[src/rtl/alu_issue_stage_if.sv]
// Issue-stage bus: ID-side offer (operands, decode fields, valid/ready, flush)
// and EX-side registered entry (SrcA, SrcB, Operation, IllegalOp, valid/ready).
interface alu_issue_stage_if #(
    parameter int unsigned DATA_WIDTH    = 32,
    parameter int unsigned OPCODE_LENGTH = 4
);
    logic                     in_valid;
    logic                     in_ready;
    logic                     flush;
    logic [1:0]               ALUOp;
    logic [2:0]               Funct3;
    logic [6:0]               Funct7;
    logic                     ALUSrc;
    logic [DATA_WIDTH-1:0]    RD1;
    logic [DATA_WIDTH-1:0]    RD2;
    logic [DATA_WIDTH-1:0]    ImmG;

    logic                     out_valid;
    logic                     out_ready;
    logic [DATA_WIDTH-1:0]    SrcA;
    logic [DATA_WIDTH-1:0]    SrcB;
    logic [OPCODE_LENGTH-1:0] Operation;
    logic                     IllegalOp;

    // Pipeline environment: offers instructions, consumes entries
    modport master (
        output in_valid, flush, ALUOp, Funct3, Funct7, ALUSrc, RD1, RD2, ImmG, out_ready,
        input  in_ready, out_valid, SrcA, SrcB, Operation, IllegalOp
    );

    // Issue slice
    modport slave (
        input  in_valid, flush, ALUOp, Funct3, Funct7, ALUSrc, RD1, RD2, ImmG, out_ready,
        output in_ready, out_valid, SrcA, SrcB, Operation, IllegalOp
    );
endinterface

[src/rtl/alu_issue_stage.sv]
// ID/EX issue slice: decodes ALUOp/Funct3/Funct7 into the ALU opcode, muxes SrcB and
// registers the entry behind valid/ready with stall and flush. Optional ILLEGAL_OP_COUNT_EN.
module alu_issue_stage #(
    parameter int unsigned DATA_WIDTH    = 32,
    parameter int unsigned OPCODE_LENGTH = 4
) (
    input  logic                clk,
    input  logic                reset,
    alu_issue_stage_if.slave    bus
`ifdef ILLEGAL_OP_COUNT_EN
    ,
    output logic [15:0]         IllegalCount
`endif
);
    localparam logic [OPCODE_LENGTH-1:0] OP_AND = OPCODE_LENGTH'(4'b0000);
    localparam logic [OPCODE_LENGTH-1:0] OP_OR  = OPCODE_LENGTH'(4'b0001);
    localparam logic [OPCODE_LENGTH-1:0] OP_ADD = OPCODE_LENGTH'(4'b0010);
    localparam logic [OPCODE_LENGTH-1:0] OP_SUB = OPCODE_LENGTH'(4'b0011);
    localparam logic [OPCODE_LENGTH-1:0] OP_XOR = OPCODE_LENGTH'(4'b0100);
    localparam logic [OPCODE_LENGTH-1:0] OP_SLL = OPCODE_LENGTH'(4'b0101);
    localparam logic [OPCODE_LENGTH-1:0] OP_SRL = OPCODE_LENGTH'(4'b0110);
    localparam logic [OPCODE_LENGTH-1:0] OP_EQ  = OPCODE_LENGTH'(4'b1000);
    localparam logic [OPCODE_LENGTH-1:0] OP_ILL = OPCODE_LENGTH'(4'b1111);

    localparam logic [6:0] F7_BASE = 7'b0000000;
    localparam logic [6:0] F7_ALT  = 7'b0100000;

    logic [OPCODE_LENGTH-1:0] op_c;
    logic                     illegal_c;
    logic [DATA_WIDTH-1:0]    srcb_c;
    logic                     accept_c;

    // Opcode decode; anything not explicitly legal falls through to OP_ILL
    always_comb begin
        op_c      = OP_ILL;
        illegal_c = 1'b1;
        unique case (bus.ALUOp)
            2'b00: begin
                op_c      = OP_ADD;
                illegal_c = 1'b0;
            end
            2'b01: begin
                op_c      = OP_EQ;
                illegal_c = 1'b0;
            end
            2'b10: begin
                unique case (bus.Funct3)
                    3'b000: begin
                        if (bus.ALUSrc || bus.Funct7 == F7_BASE) begin
                            op_c      = OP_ADD;
                            illegal_c = 1'b0;
                        end else if (bus.Funct7 == F7_ALT) begin
                            op_c      = OP_SUB;
                            illegal_c = 1'b0;
                        end
                    end
                    3'b111: begin
                        op_c      = OP_AND;
                        illegal_c = 1'b0;
                    end
                    3'b110: begin
                        op_c      = OP_OR;
                        illegal_c = 1'b0;
                    end
                    3'b100: begin
                        op_c      = OP_XOR;
                        illegal_c = 1'b0;
                    end
                    3'b001: begin
                        if (bus.Funct7 == F7_BASE) begin
                            op_c      = OP_SLL;
                            illegal_c = 1'b0;
                        end
                    end
                    3'b101: begin
                        if (bus.Funct7 == F7_BASE) begin
                            op_c      = OP_SRL;
                            illegal_c = 1'b0;
                        end
                    end
                    default: begin
                        op_c      = OP_ILL;
                        illegal_c = 1'b1;
                    end
                endcase
            end
            default: begin
                op_c      = OP_ILL;
                illegal_c = 1'b1;
            end
        endcase
    end

    assign srcb_c       = bus.ALUSrc ? bus.ImmG : bus.RD2;
    assign bus.in_ready = !bus.out_valid || bus.out_ready;
    assign accept_c     = bus.in_valid && bus.in_ready;

    // Entry register: reset > flush > accept > drain; otherwise hold (stall)
    always_ff @(posedge clk) begin
        if (reset) begin
            bus.out_valid <= 1'b0;
            bus.SrcA      <= '0;
            bus.SrcB      <= '0;
            bus.Operation <= '0;
            bus.IllegalOp <= 1'b0;
        end else if (bus.flush) begin
            bus.out_valid <= 1'b0;
        end else if (accept_c) begin
            bus.out_valid <= 1'b1;
            bus.SrcA      <= bus.RD1;
            bus.SrcB      <= srcb_c;
            bus.Operation <= op_c;
            bus.IllegalOp <= illegal_c;
        end else if (bus.out_valid && bus.out_ready) begin
            bus.out_valid <= 1'b0;
        end
    end

`ifdef ILLEGAL_OP_COUNT_EN
    // Saturating count of accepted illegal encodings that were not flushed
    always_ff @(posedge clk) begin
        if (reset) begin
            IllegalCount <= '0;
        end else if (accept_c && !bus.flush && illegal_c && IllegalCount != 16'hFFFF) begin
            IllegalCount <= IllegalCount + 16'd1;
        end
    end
`endif

endmodule

[src/flat_wrapper.sv]
// flat-port wrapper written by rule: the top's interface ports become plain ports
module alu_issue_stage_flat 
#(
    parameter int unsigned DATA_WIDTH    = 32,
    parameter int unsigned OPCODE_LENGTH = 4
)
  (clk, reset, bus_in_valid, bus_flush, bus_ALUOp, bus_Funct3, bus_Funct7, bus_ALUSrc, bus_RD1, bus_RD2, bus_ImmG, bus_out_ready, bus_in_ready, bus_out_valid, bus_SrcA, bus_SrcB, bus_Operation, bus_IllegalOp);
  alu_issue_stage_if #(.DATA_WIDTH(DATA_WIDTH), .OPCODE_LENGTH(OPCODE_LENGTH)) bus_i ();
  input  logic clk;
  input  logic reset;
  input wire logic [$bits(bus_i.in_valid)-1:0] bus_in_valid;
  input wire logic [$bits(bus_i.flush)-1:0] bus_flush;
  input wire logic [$bits(bus_i.ALUOp)-1:0] bus_ALUOp;
  input wire logic [$bits(bus_i.Funct3)-1:0] bus_Funct3;
  input wire logic [$bits(bus_i.Funct7)-1:0] bus_Funct7;
  input wire logic [$bits(bus_i.ALUSrc)-1:0] bus_ALUSrc;
  input wire logic [$bits(bus_i.RD1)-1:0] bus_RD1;
  input wire logic [$bits(bus_i.RD2)-1:0] bus_RD2;
  input wire logic [$bits(bus_i.ImmG)-1:0] bus_ImmG;
  input wire logic [$bits(bus_i.out_ready)-1:0] bus_out_ready;
  output wire logic [$bits(bus_i.in_ready)-1:0] bus_in_ready;
  output wire logic [$bits(bus_i.out_valid)-1:0] bus_out_valid;
  output wire logic [$bits(bus_i.SrcA)-1:0] bus_SrcA;
  output wire logic [$bits(bus_i.SrcB)-1:0] bus_SrcB;
  output wire logic [$bits(bus_i.Operation)-1:0] bus_Operation;
  output wire logic [$bits(bus_i.IllegalOp)-1:0] bus_IllegalOp;
  assign bus_i.in_valid = bus_in_valid;
  assign bus_i.flush = bus_flush;
  assign bus_i.ALUOp = bus_ALUOp;
  assign bus_i.Funct3 = bus_Funct3;
  assign bus_i.Funct7 = bus_Funct7;
  assign bus_i.ALUSrc = bus_ALUSrc;
  assign bus_i.RD1 = bus_RD1;
  assign bus_i.RD2 = bus_RD2;
  assign bus_i.ImmG = bus_ImmG;
  assign bus_i.out_ready = bus_out_ready;
  assign bus_in_ready = bus_i.in_ready;
  assign bus_out_valid = bus_i.out_valid;
  assign bus_SrcA = bus_i.SrcA;
  assign bus_SrcB = bus_i.SrcB;
  assign bus_Operation = bus_i.Operation;
  assign bus_IllegalOp = bus_i.IllegalOp;
  alu_issue_stage #(.DATA_WIDTH(DATA_WIDTH), .OPCODE_LENGTH(OPCODE_LENGTH)) u_core (.clk(clk), .reset(reset), .bus(bus_i));
endmodule
[config.mk]
export PLATFORM = sky130hd
export DESIGN_NAME = alu_issue_stage_flat
export DESIGN_NICKNAME = d
export VERILOG_FILES = /design/src/rtl/alu_issue_stage_if.sv /design/src/rtl/alu_issue_stage.sv /design/src/flat_wrapper.sv
export SDC_FILE = /design/constraint.sdc
export NUM_CORES = 1
export LEC_CHECK = 0
export ABC_AREA = 1
export ABC_CLOCK_PERIOD_IN_PS = 2300
export BUFFER_PORTS_ARGS = -buffer_cell sky130_fd_sc_hd__buf_2
export CORE_MARGIN = 2
export CORE_UTILIZATION = 45
export DETAILED_ROUTE_END_ITERATION = 8
export PLACE_DENSITY = 0.85
export SETUP_SLACK_MARGIN = 0.15
export SYNTH_ARGS = -nofsm -noshare
export SYNTH_HDL_FRONTEND = slang
export SYNTH_SLANG_ARGS = --single-unit
[constraint.sdc]
create_clock -name clk -period 2.3 [get_ports clk]
set_input_delay 0.69 -clock clk [delete_from_list [all_inputs] [get_ports clk]]
set_output_delay 0.69 -clock clk [all_outputs]
set_load 0.005 [all_outputs]
==> results of run 1 <==
## critical path: stages
cell and delay, ps:
buf_2 90, or2_4 260, buf_2 130
## layout make-up
type / instances / area (um2)
Inverter: 11 / 43.79
Fill cell: 535 / 1987
Sequential cell: 70 / 1401
Multi-Input combinational cell: 272 / 1229
Clock inverter: 7 / 146.4
Clock buffer: 9 / 123.9
Tap cell: 75 / 93.84
Timing Repair Buffer: 190 / 965.9
## kinds of logic (layout without fill, tap and decap cells)
group / count (synthesis) / in the layout / synth area share
flip-flops: 70 / 70 / 0.4951
AND/OR/NAND/NOR: 161 / 161 / 0.2206
AO/OA/AOI/OAI: 111 / 111 / 0.2135
buffers and inverters: 39 / 217 / 0.07073
## power groups by stage
| stage | clock [uW] | sequential, uW | combinational (uW) |
|---|---|---|---|
| floorplan | 0 | 1370 | 200 |
| global placement | 0 | 1360 | 406 |
| detailed placement | 0 | 1360 | 416 |
| CTS | 1340 | 1330 | 418 |
| global route | 1400 | 1350 | 473 |
| finish | 1310 | 1340 | 415 |
## metrics by stage
stage	area, um2	total power [uW]	setup WS [ps]	util	hold WS [ps]
floorplan	2830	1568	668.2	-	454.3
global placement	3734	1764	298.4	0.6232	458.0
detailed placement	3734	1778	223.3	0.6232	467.5
CTS	4004	3089	433.0	0.6683	484.0
global route	4004	3213	358.1	0.6683	506.3
finish	4004	3062	434.4	0.6683	478.9
## cells in the final DEF (no fill, tap or decap)
cell / synthesis / final
a211oi_1: 2 / 2
a21oi_1: 6 / 6
a31oi_1: 33 / 33
buf_2: 9 / 184
buf_4: 0 / 6
bufinv_16: 0 / 4
clkbuf_8: 0 / 9
clkinv_4: 0 / 3
dfxtp_1: 70 / 70
inv_1: 10 / 10
inv_4: 1 / 1
nand2_1: 79 / 79
nand2_4: 1 / 1
nand3_1: 4 / 4
nor2_1: 75 / 75
nor2_2: 1 / 1
o211ai_1: 1 / 1
o21ai_0: 65 / 65
o21ai_1: 4 / 4
or2_4: 1 / 1
## sequential cells by signal, summed over array words and instances (netlist names)
name / count
u_core.bus.SrcA: 32
u_core.bus.SrcB: 32
u_core.bus.Operation: 4
u_core.bus.IllegalOp: 1
u_core.bus.out_valid: 1
## per-layer routing
metal,global-route usage,part of all wire,vias to the layer above
met5,0,0,-
met4,0.1088,0.019,0
met3,0.06561,0.092,17
met2,0.3966,0.48,157
met1,0.2682,0.40,1395
li1,-,-,1607
## worst max-delay path by stage
| stage | from | end | slack, ps | cells after the start |
|---|---|---|---|---|
| finish | bus_out_ready | bus_in_ready | 430 | 3 |
| global route | bus_flush | u_core.bus.SrcB[18]$_SDFFE_PP0P_ | 360 | 6 |
| CTS | bus_out_ready | bus_in_ready | 430 | 3 |
| detailed placement | bus_flush | u_core.bus.SrcB[7]$_SDFFE_PP0P_ | 220 | 6 |
| global placement | bus_flush | u_core.bus.Operation[2]$_SDFFE_PP0P_ | 300 | 6 |
| floorplan | bus_out_ready | bus_in_ready | 670 | 1 |
==> flow_summary_export.csv, run 1 <==
group,metric,value,unit
cells_and_area,diodes,0,
cells_and_area,drive_gt1_frac,0.3757,
pwr,ir_drop,0.0004908,V
synthesis,syn_inst,381,
floorplan,core,5991,um2
synthesis,synth-edff-count,0,
clocking,cts_tree,"built",
floorplan,fp.dieW,83.31,um
pwr,p_per_area,764.6,nW/um2
global_routing,grt_pass1_wl,13.34,mm
floorplan,start_util,0.4724,
synthesis,synth_top_area_frac,0.4951,
hold_path,worstHoldStart,"u_core.bus.SrcA[10]$_SDFFE_PP0P_",
synthesis,async_reset_ff_frac,0,
pwr,p_leak,0.002045,uW
cells_and_area,fin_nets,668,
cells_and_area,fin_cells,634,
hold_path,hp-class,"reg -> reg",
clocking,insertion_delay,340,ps
synthesis,ys_warn_count,0,
synthesis,synth_top_area_cell,"dfxtp_1",
placed_design,place.gp.congestion,0.8893,
synthesis,yosysMostFrequentCell,"nand2_1",
global_routing,grt_max_degree,100,
route,drc,0,
synthesis,synth_seq_cells,70,
global_routing,antenna_found_initial,0,
clocking,cts_buffers,9,
placed_design,numPlacedInstances,618,
route,vias,3176,
sta,finClkSkew,6.304,ps
pwr,p_int,2327,uW
sta,worst_slew_pin_slew,831.1,ps
worst_setup_path,required,1610,ps
route,drt-vias-per-instance,5.009,
pwr,p_comb_frac,0.136,
pwr,power_frac_clock,0.428,
worst_setup_path,r2r-end,"u_core.bus.SrcB[26]$_SDFFE_PP0P_",
synthesis,synth_nets,495,
pwr,p_sw,734.0,uW
route,ant_nets,0,
synthesis,yosysSeqAreaShare,0.4951,
synthesis,ys_types,19,
hold_path,min_to,"u_core.bus.SrcA[10]$_SDFFE_PP0P_",
clocking,cts_resized,0,
sta,slew_headroom,0.4459,
worst_setup_path,worstSetupPathType,"in -> out",
worst_setup_path,ff2ff_setup_slack,710,ps
floorplan,die_y,83.31,um
clocking,path_clk_slew,70,ps
global_routing,grtUsageTotal,0.2324,
floorplan,io_pins,185,
clocking,clock-sinks,70,
worst_setup_path,reg2regPathDepth,6,
sta,fmax,536.0,MHz
global_routing,gr-total-overflow,0,
sta,setup_tns,0,ps
sta,finalMaxSlewViolations,0,
synthesis,avgSynthCellArea,7.428,um2
synthesis,synthTopCellsByArea,"dfxtp_1 50%, o21ai_0 11%, nand2_1 10%, nor2_1 9.9%, a31oi_1 7.3%",
cells_and_area,syn_to_final_growth,41.47,%
synthesis,syn_area,2830,um2
clocking,htreeDepth,3,
worst_setup_path,start_kind,"primary input",
floorplan,fp.dieArea,6940,um2
route,drtIter0Drc,119,
clocking,clk_path_buf_depth,2,
status,status,"completed",
global_routing,grt_pass1_vias,2953,
sta,setup_viol_count_final,0,
job,drv_cap,0,
floorplan,std_cell_rows,28,
sta,period_share,0.8111,
clocking,cts_setup_buffers,0,
route,routed_wl,8.041,mm
route,first_pass_iters,4,
worst_setup_path,critPathMaxFanout,3,
pwr,pwr-share-seq,0.436,
worst_setup_path,r2r-start,"u_core.bus.out_valid$_SDFFE_PP0P_",
worst_setup_path,crit_path_end_kind,"output pin",
sta,rsz0062_at_grt,"false",
synthesis,synth_common_cells,"79 x nand2_1, 75 x nor2_1, 70 x dfxtp_1",
sta,finalHoldViolations,0,
sta,min_period,1866,ps
placed_design,numPortBuffers,184,
route,wire_per_inst,12.68,um
hold_path,whs_path_depth,2,
worst_setup_path,critPathArrivalTime,1180,ps
placed_design,dp_hpwl,5.827,mm
pwr,swShare,0.2398,
clocking,hold_buffers,0,
clocking,cts_root_buf,"clkbuf_8",
synthesis,synth_ff_type,"dfxtp_1",
No activity file was read; power rests on OpenSTA's default activity.
==> inputs of run 2 (changes only) <==
ABC_CLOCK_PERIOD_IN_PS = 1500   (was 2300)
CORE_UTILIZATION = 38   (was 45)
PLACE_DENSITY = 0.76   (was 0.85)
clock period = 1.5 ns   (was 2.3 ns; I/O delays follow)
==> flow_summary_export.csv, run 2 (synthesis results as in run 1) <==
group,metric,value,unit
pwr,ir_drop,0.0005362,V
floorplan,start_util,0.3923,
worst_setup_path,critPathArrivalTime,1040,ps
clocking,clock-sinks,70,
cells_and_area,final_common_cell,"buf_2",
clocking,insertion_delay,340,ps
pwr,total_power,4542,uW
sta,finalMaxSlewViolations,0,
worst_setup_path,r2r-end,"u_core.bus.SrcB[21]$_SDFFE_PP0P_",
clocking,clk_path_buf_depth,2,
global_routing,grt_max_degree,47,
route,first_pass_iters,4,
pwr,p_int,3327,uW
cells_and_area,fin_util,0.6124,
job,drv_cap,0,
worst_setup_path,required,1050,ps
clocking,htreeDepth,3,
pwr,p_leak,0.002179,uW
worst_setup_path,critPathCapture,"bus_in_ready",
global_routing,grt_pass1_vias,2935,
pwr,p_comb_frac,0.174,
clocking,hold_buffers,0,
worst_setup_path,start_kind,"flop",
placed_design,place_area,3839,um2
sta,finClkSkew,7.409,ps
cells_and_area,reg.largest.list,"u_core.bus.SrcA x32, u_core.bus.SrcB x32, u_core.bus.Operation x4",
cells_and_area,stdcell_area,4418,um2
floorplan,core,7214,um2
worst_setup_path,cpPeakStageDelay,340,ps
worst_setup_path,crit_chain,"inv_2 > or2_4 > buf_6",
cells_and_area,drive_gt1_frac,0.4660,
sta,setup_tns,0,ps
floorplan,std_cell_rows,31,
floorplan,fp.dieArea,8154,um2
worst_setup_path,worstSetupPathType,"reg -> out",
pwr,pwr-share-seq,0.455,
cells_and_area,diodes,0,
route,ant_nets,0,
placed_design,numPortBuffers,184,
worst_setup_path,cpMaxStageDelayCell,"dfxtp_2",
worst_setup_path,critPathMaxFanout,2,
placed_design,dp_hpwl,5.868,mm
sta,worst_slew_pin_slew,308.5,ps
worst_setup_path,crit_path_end_kind,"output pin",
sta,slew_headroom,0.7944,
sta,min_period,1490,ps
pwr,power_frac_clock,0.371,
sta,period_share,0.9932,
sta,fin_hold_ws,301.4,ps
clocking,cts_tree,"built",
floorplan,fp.dieW,90.30,um
sta,finalHoldViolations,0,
clocking,cts_buffers,9,
worst_setup_path,cp.depth,3,
route,vias,3259,
pwr,p_per_area,1028,nW/um2
global_routing,gr-total-overflow,0,
cells_and_area,mostFrequentLayoutCells,"183 x buf_2, 79 x nand2_1, 70 x nor2_1",
placed_design,place.gp.congestion,0.8175,
sta,setup_viol_count_final,0,
route,drc,0,
global_routing,antenna_found_initial,0,
hold_path,hp-class,"in -> reg",
status,status,"completed",
worst_setup_path,critPathTopFamily,"flip-flops",
floorplan,die_y,90.30,um
route,wire_per_inst,13.32,um
clocking,path_clk_slew,70,ps
route,drt-vias-per-instance,4.850,
floorplan,io_pins,185,
worst_setup_path,path_buf_inv,2,
global_routing,grt_pass1_wl,13.08,mm
route,routed_wl,8.952,mm
global_routing,grtUsageTotal,0.1940,
cells_and_area,syn_to_final_growth,56.10,%
pwr,p_sw,1215,uW
worst_setup_path,ff2ff_setup_slack,100,ps
cells_and_area,fin_nets,682,
sta,rsz0062_at_grt,"true",
route,drtIter0Drc,113,
worst_setup_path,reg2regPathDepth,8,
sta,fmax,671.2,MHz
clocking,cts_root_buf,"clkbuf_8",
worst_setup_path,crit_start,"u_core.bus.out_valid$_SDFFE_PP0P_",
worst_setup_path,r2r-start,"u_core.bus.out_valid$_SDFFE_PP0P_",
pwr,swShare,0.2676,
==> run 2: metrics by stage <==
stage / worst slack, ps / cells
2_1_floorplan: 211.2 / 381
3_3_place_gp: 39.03 / 647
3_5_place_dp: -2.921 / 647
4_1_cts: -23.44 / 664
5_1_grt: -33.45 / 672
6_report: 10.24 / 672
==> run 2: layer usage <==
layer	part of all wire	GRT usage	vias up
li1	-	-	1653
met1	0.43	0.2296	1434
met2	0.47	0.3340	161
met3	0.089	0.05760	11
met4	0.014	0.06923	0
met5	0	0	-
==> run 2: worst min-delay path by stage <==
| stage | startpoint | end | slack (ps) | depth (start not counted) |
|---|---|---|---|---|
| after floorplan | u_core.bus.Operation[0]$_SDFFE_PP0P_ | u_core.bus.Operation[0]$_SDFFE_PP0P_ | 450 | 2 |
| after global placement | u_core.bus.SrcA[28]$_SDFFE_PP0P_ | u_core.bus.SrcA[28]$_SDFFE_PP0P_ | 460 | 2 |
| after detailed placement | u_core.bus.SrcA[30]$_SDFFE_PP0P_ | u_core.bus.SrcA[30]$_SDFFE_PP0P_ | 470 | 2 |
| after CTS | bus_flush | u_core.bus.out_valid$_SDFFE_PP0P_ | 280 | 2 |
| after global routing | bus_flush | u_core.bus.out_valid$_SDFFE_PP0P_ | 290 | 2 |
| final | bus_flush | u_core.bus.out_valid$_SDFFE_PP0P_ | 300 | 2 |
==> run 2: timing repair <==
| action | 4_1_cts | 5_1_grt |
|---|---|---|
| setup buffers | 1 | 0 |
| resized for setup | 76 | 11 |
| setup endpoints to repair | 1 | 69 |
| gates cloned | 0 | 8 |
| pin swaps | 25 | 2 |
==> run 2: area by class of cell <==
type	instances	area (um2)
repair buffers	204	1240
inverters	11	48.80
clock buffers	9	123.9
fillers	666	2796
flip-flops and latches	70	1404
multi-input cells	272	1380
well taps	99	123.9
clock inverters	7	97.59
==> run 2: power by group through the flow <==
stage	logic (uW)	registers (uW)	clock network, uW
after floorplan	307	2100	0
after global placement	652	2080	0
after detailed placement	664	2090	0
after CTS	722	2060	1720
after global routing	874	2080	1820
final	790	2060	1690
==> inputs of run 3 (changes only) <==
ABC_AREA = default   (was 1)
CORE_UTILIZATION = 39   (was 38)
PLACE_DENSITY = 0.77   (was 0.76)
==> flow_summary_export.csv, run 3 <==
group,metric,value,unit
clocking,cts_tree,"built",
synthesis,synthTopCellsByArea,"dfxtp_1 47%, mux2i_1 11%, nand2_1 8.8%, a21oi_1 5.8%, a211oi_2 5.4%",
floorplan,core,7331,um2
hold_path,hp-class,"in -> reg",
synthesis,ys_warn_count,0,
job,drv_cap,0,
cells_and_area,fin_cells,652,
worst_setup_path,start_kind,"flop",
sta,min_period,1585,ps
route,drtIter0Drc,119,
synthesis,async_reset_ff_frac,0,
worst_setup_path,worstSetupPathType,"reg -> reg",
worst_setup_path,required,1780,ps
pwr,p_leak,0.002369,uW
sta,rsz0062_at_grt,"true",
placed_design,place_area,4130,um2
pwr,p_int,3403,uW
pwr,p_comb_frac,0.204,
worst_setup_path,crit_path_end_kind,"flop",
global_routing,met1_usage,0.2317,
synthesis,synth_seq_cells,70,
synthesis,ys_types,30,
sta,setup_slack,-85.15,ps
sta,setup_viol_count_final,27,
cells_and_area,fin_nets,663,
synthesis,syn_inst,336,
worst_setup_path,cpMaxStageDelayCell,"dfxtp_2",
placed_design,place.gp.congestion,0.7802,
floorplan,fp.dieArea,8404,um2
status,violations,"setup timing",
sta,fmax,630.9,MHz
synthesis,synth_nets,450,
status,status,"finished with violations",
pwr,ir_drop,0.0005564,V
pwr,swShare,0.2661,
floorplan,std_cell_rows,31,
floorplan,io_pins,185,
route,routed_wl,10.13,mm
cells_and_area,syn_to_final_growth,68.53,%
pwr,power_frac_clock,0.358,
cells_and_area,num-fill-cells,593,
global_routing,grt.busiest_layer,"met2",
pwr,p_sw,1234,uW
synthesis,syn_area,2998,um2
worst_setup_path,cpPeakStageDelay,340,ps
global_routing,use_met2,0.3836,
clocking,cts_buffers,9,
pwr,p_per_area,917.7,nW/um2
worst_setup_path,critPathArrivalTime,1860,ps
global_routing,grt_max_degree,33,
floorplan,die_y,91.68,um
worst_setup_path,ff2ff_setup_slack,-90,ps
global_routing,antenna_found_initial,0,
floorplan,start_util,0.4089,
clocking,clk_path_buf_depth,2,
route,ant_nets,0,
synthesis,synth_ff_type,"dfxtp_1",
route,wire_per_inst,15.53,um
worst_setup_path,cp_common_cell,"buf_6",
global_routing,met3_usage,0.04108,
pwr,total_power,4636,uW
sta,finalMaxSlewViolations,0,
clocking,path_clk_slew,80,ps
worst_setup_path,crit_chain,"nor2b_4 > inv_2 > buf_6 > buf_6 > nand3b_1 > buf_6 > clkbuf_16 > nand2_2 > a21oi_2",
route,first_pass_iters,4,
route,drt-vias-per-instance,5.100,
synthesis,avgSynthCellArea,8.922,um2
synthesis,synth_top_area_frac,0.4674,
cells_and_area,diodes,0,
cells_and_area,drive_gt1_frac,0.5714,
worst_setup_path,critPathMaxFanout,6,
placed_design,numPortBuffers,184,
pwr,pwr-share-seq,0.438,
sta,worst_slew_pin_slew,390.0,ps
clocking,clock-sinks,70,
global_routing,gr-total-overflow,0,
clocking,cts_root_buf,"clkbuf_8",
sta,finClkSkew,7.686,ps
floorplan,fp.dieW,91.68,um
cells_and_area,final_common_cell,"buf_2",
global_routing,grt_pass1_vias,3076,
placed_design,numPlacedInstances,611,
sta,slew_headroom,0.7400,
synthesis,synth_common_cells,"70 x dfxtp_1, 70 x nand2_1, 37 x nor2_1",
cells_and_area,mostFrequentLayoutCells,"182 x buf_2, 69 x dfxtp_1, 44 x nand2_1",
synthesis,yosysSeqAreaShare,0.4674,
clocking,insertion_delay,340,ps
sta,finalHoldViolations,0,
placed_design,dp_hpwl,6.252,mm
synthesis,synth_top_area_cell,"dfxtp_1",
route,vias,3325,
sta,fin_hold_ws,337.1,ps
clocking,htreeDepth,3,
global_routing,grtUsageTotal,0.2099,
cells_and_area,reg.largest.list,"u_core.bus.SrcA x32, u_core.bus.SrcB x32, u_core.bus.Operation x4",
global_routing,grt_pass1_wl,14.13,mm
cells_and_area,stdcell_area,5052,um2
sta,period_share,1.057,
synthesis,synth-edff-count,0,
route,drc,0,
## run 3: timing repair
action                     4_1_cts  5_1_grt
resized for setup               29       57
pin swaps                        7       49
setup endpoints to repair       58       71
hold buffers                     0        0
cloned                           4        9
setup buffers                    8        5
## run 3: worst max-delay path, delay by kind of cell, from the launching register on
kind	cells	cell delay, ps
AOI/OAI and AO/OA	1	150
buffers and inverters	5	630
DFF	1	340
and+or+nand+nor	3	400
## run 3: per-stage QoR
stage                     setup TNS [ps]  setup WS [ps]    util
after floorplan                        0          135.8       -
after CTS                         -266.7         -22.91  0.6291
final                             -607.0         -85.15  0.6892
after global routing               -3614         -237.7  0.6892
after detailed placement           -3814         -134.2  0.5634
after global placement             -2287         -82.66  0.5634
## run 3: worst paths after layout
kind	endpoint	start	cells past startpoint
max	u_core.bus.SrcA[12]$_SDFFE_PP0P_	u_core.bus.out_valid$_SDFFE_PP0P_	9
min	u_core.bus.out_valid$_SDFFE_PP0P_	bus_flush	2
max reg2reg	u_core.bus.SrcA[12]$_SDFFE_PP0P_	u_core.bus.out_valid$_SDFFE_PP0P_	9
min reg2reg	u_core.bus.SrcA[20]$_SDFFE_PP0P_	u_core.bus.SrcA[20]$_SDFFE_PP0P_	2
## run 3: area by class of cell
class                           instances  area (um2)  share of cell area
Clock buffer                            9       123.9             0.02452
Timing Repair Buffer                  231        1682              0.3328
Tap cell                               99       123.9             0.02452
Inverter                                2       7.507            0.001486
Multi-Input combinational cell        235        1625              0.3217
Sequential cell                        70        1403              0.2776
Clock inverter                          6       87.58             0.01734
## run 3: power groups by stage
stage          logic (uW)  registers [uW]  clock network (uW)
2_1_floorplan         344            2070                   0
3_3_place_gp          695            2060                   0
3_5_place_dp          720            2060                   0
4_1_cts               809            2020                1670
5_1_grt              1020            2040                1760
6_report              946            2030                1660
## run 3: cells by family (layout without fill, tap and decap cells)
group / count (synthesis) / after routing / synth area share
AND/OR/NAND/NOR: 124 / 124 / 0.1761
multiplexers: 33 / 33 / 0.1102
AO/OA/AOI/OAI: 78 / 78 / 0.1932
flip-flops: 70 / 70 / 0.4674
buffers and inverters: 31 / 248 / 0.05300
## run 3: metal layers
layer,share of wire,vias to the layer above
li1,-,1592
met2,0.51,153
met5,0,-
met3,0.070,22
met1,0.39,1558
met4,0.027,0
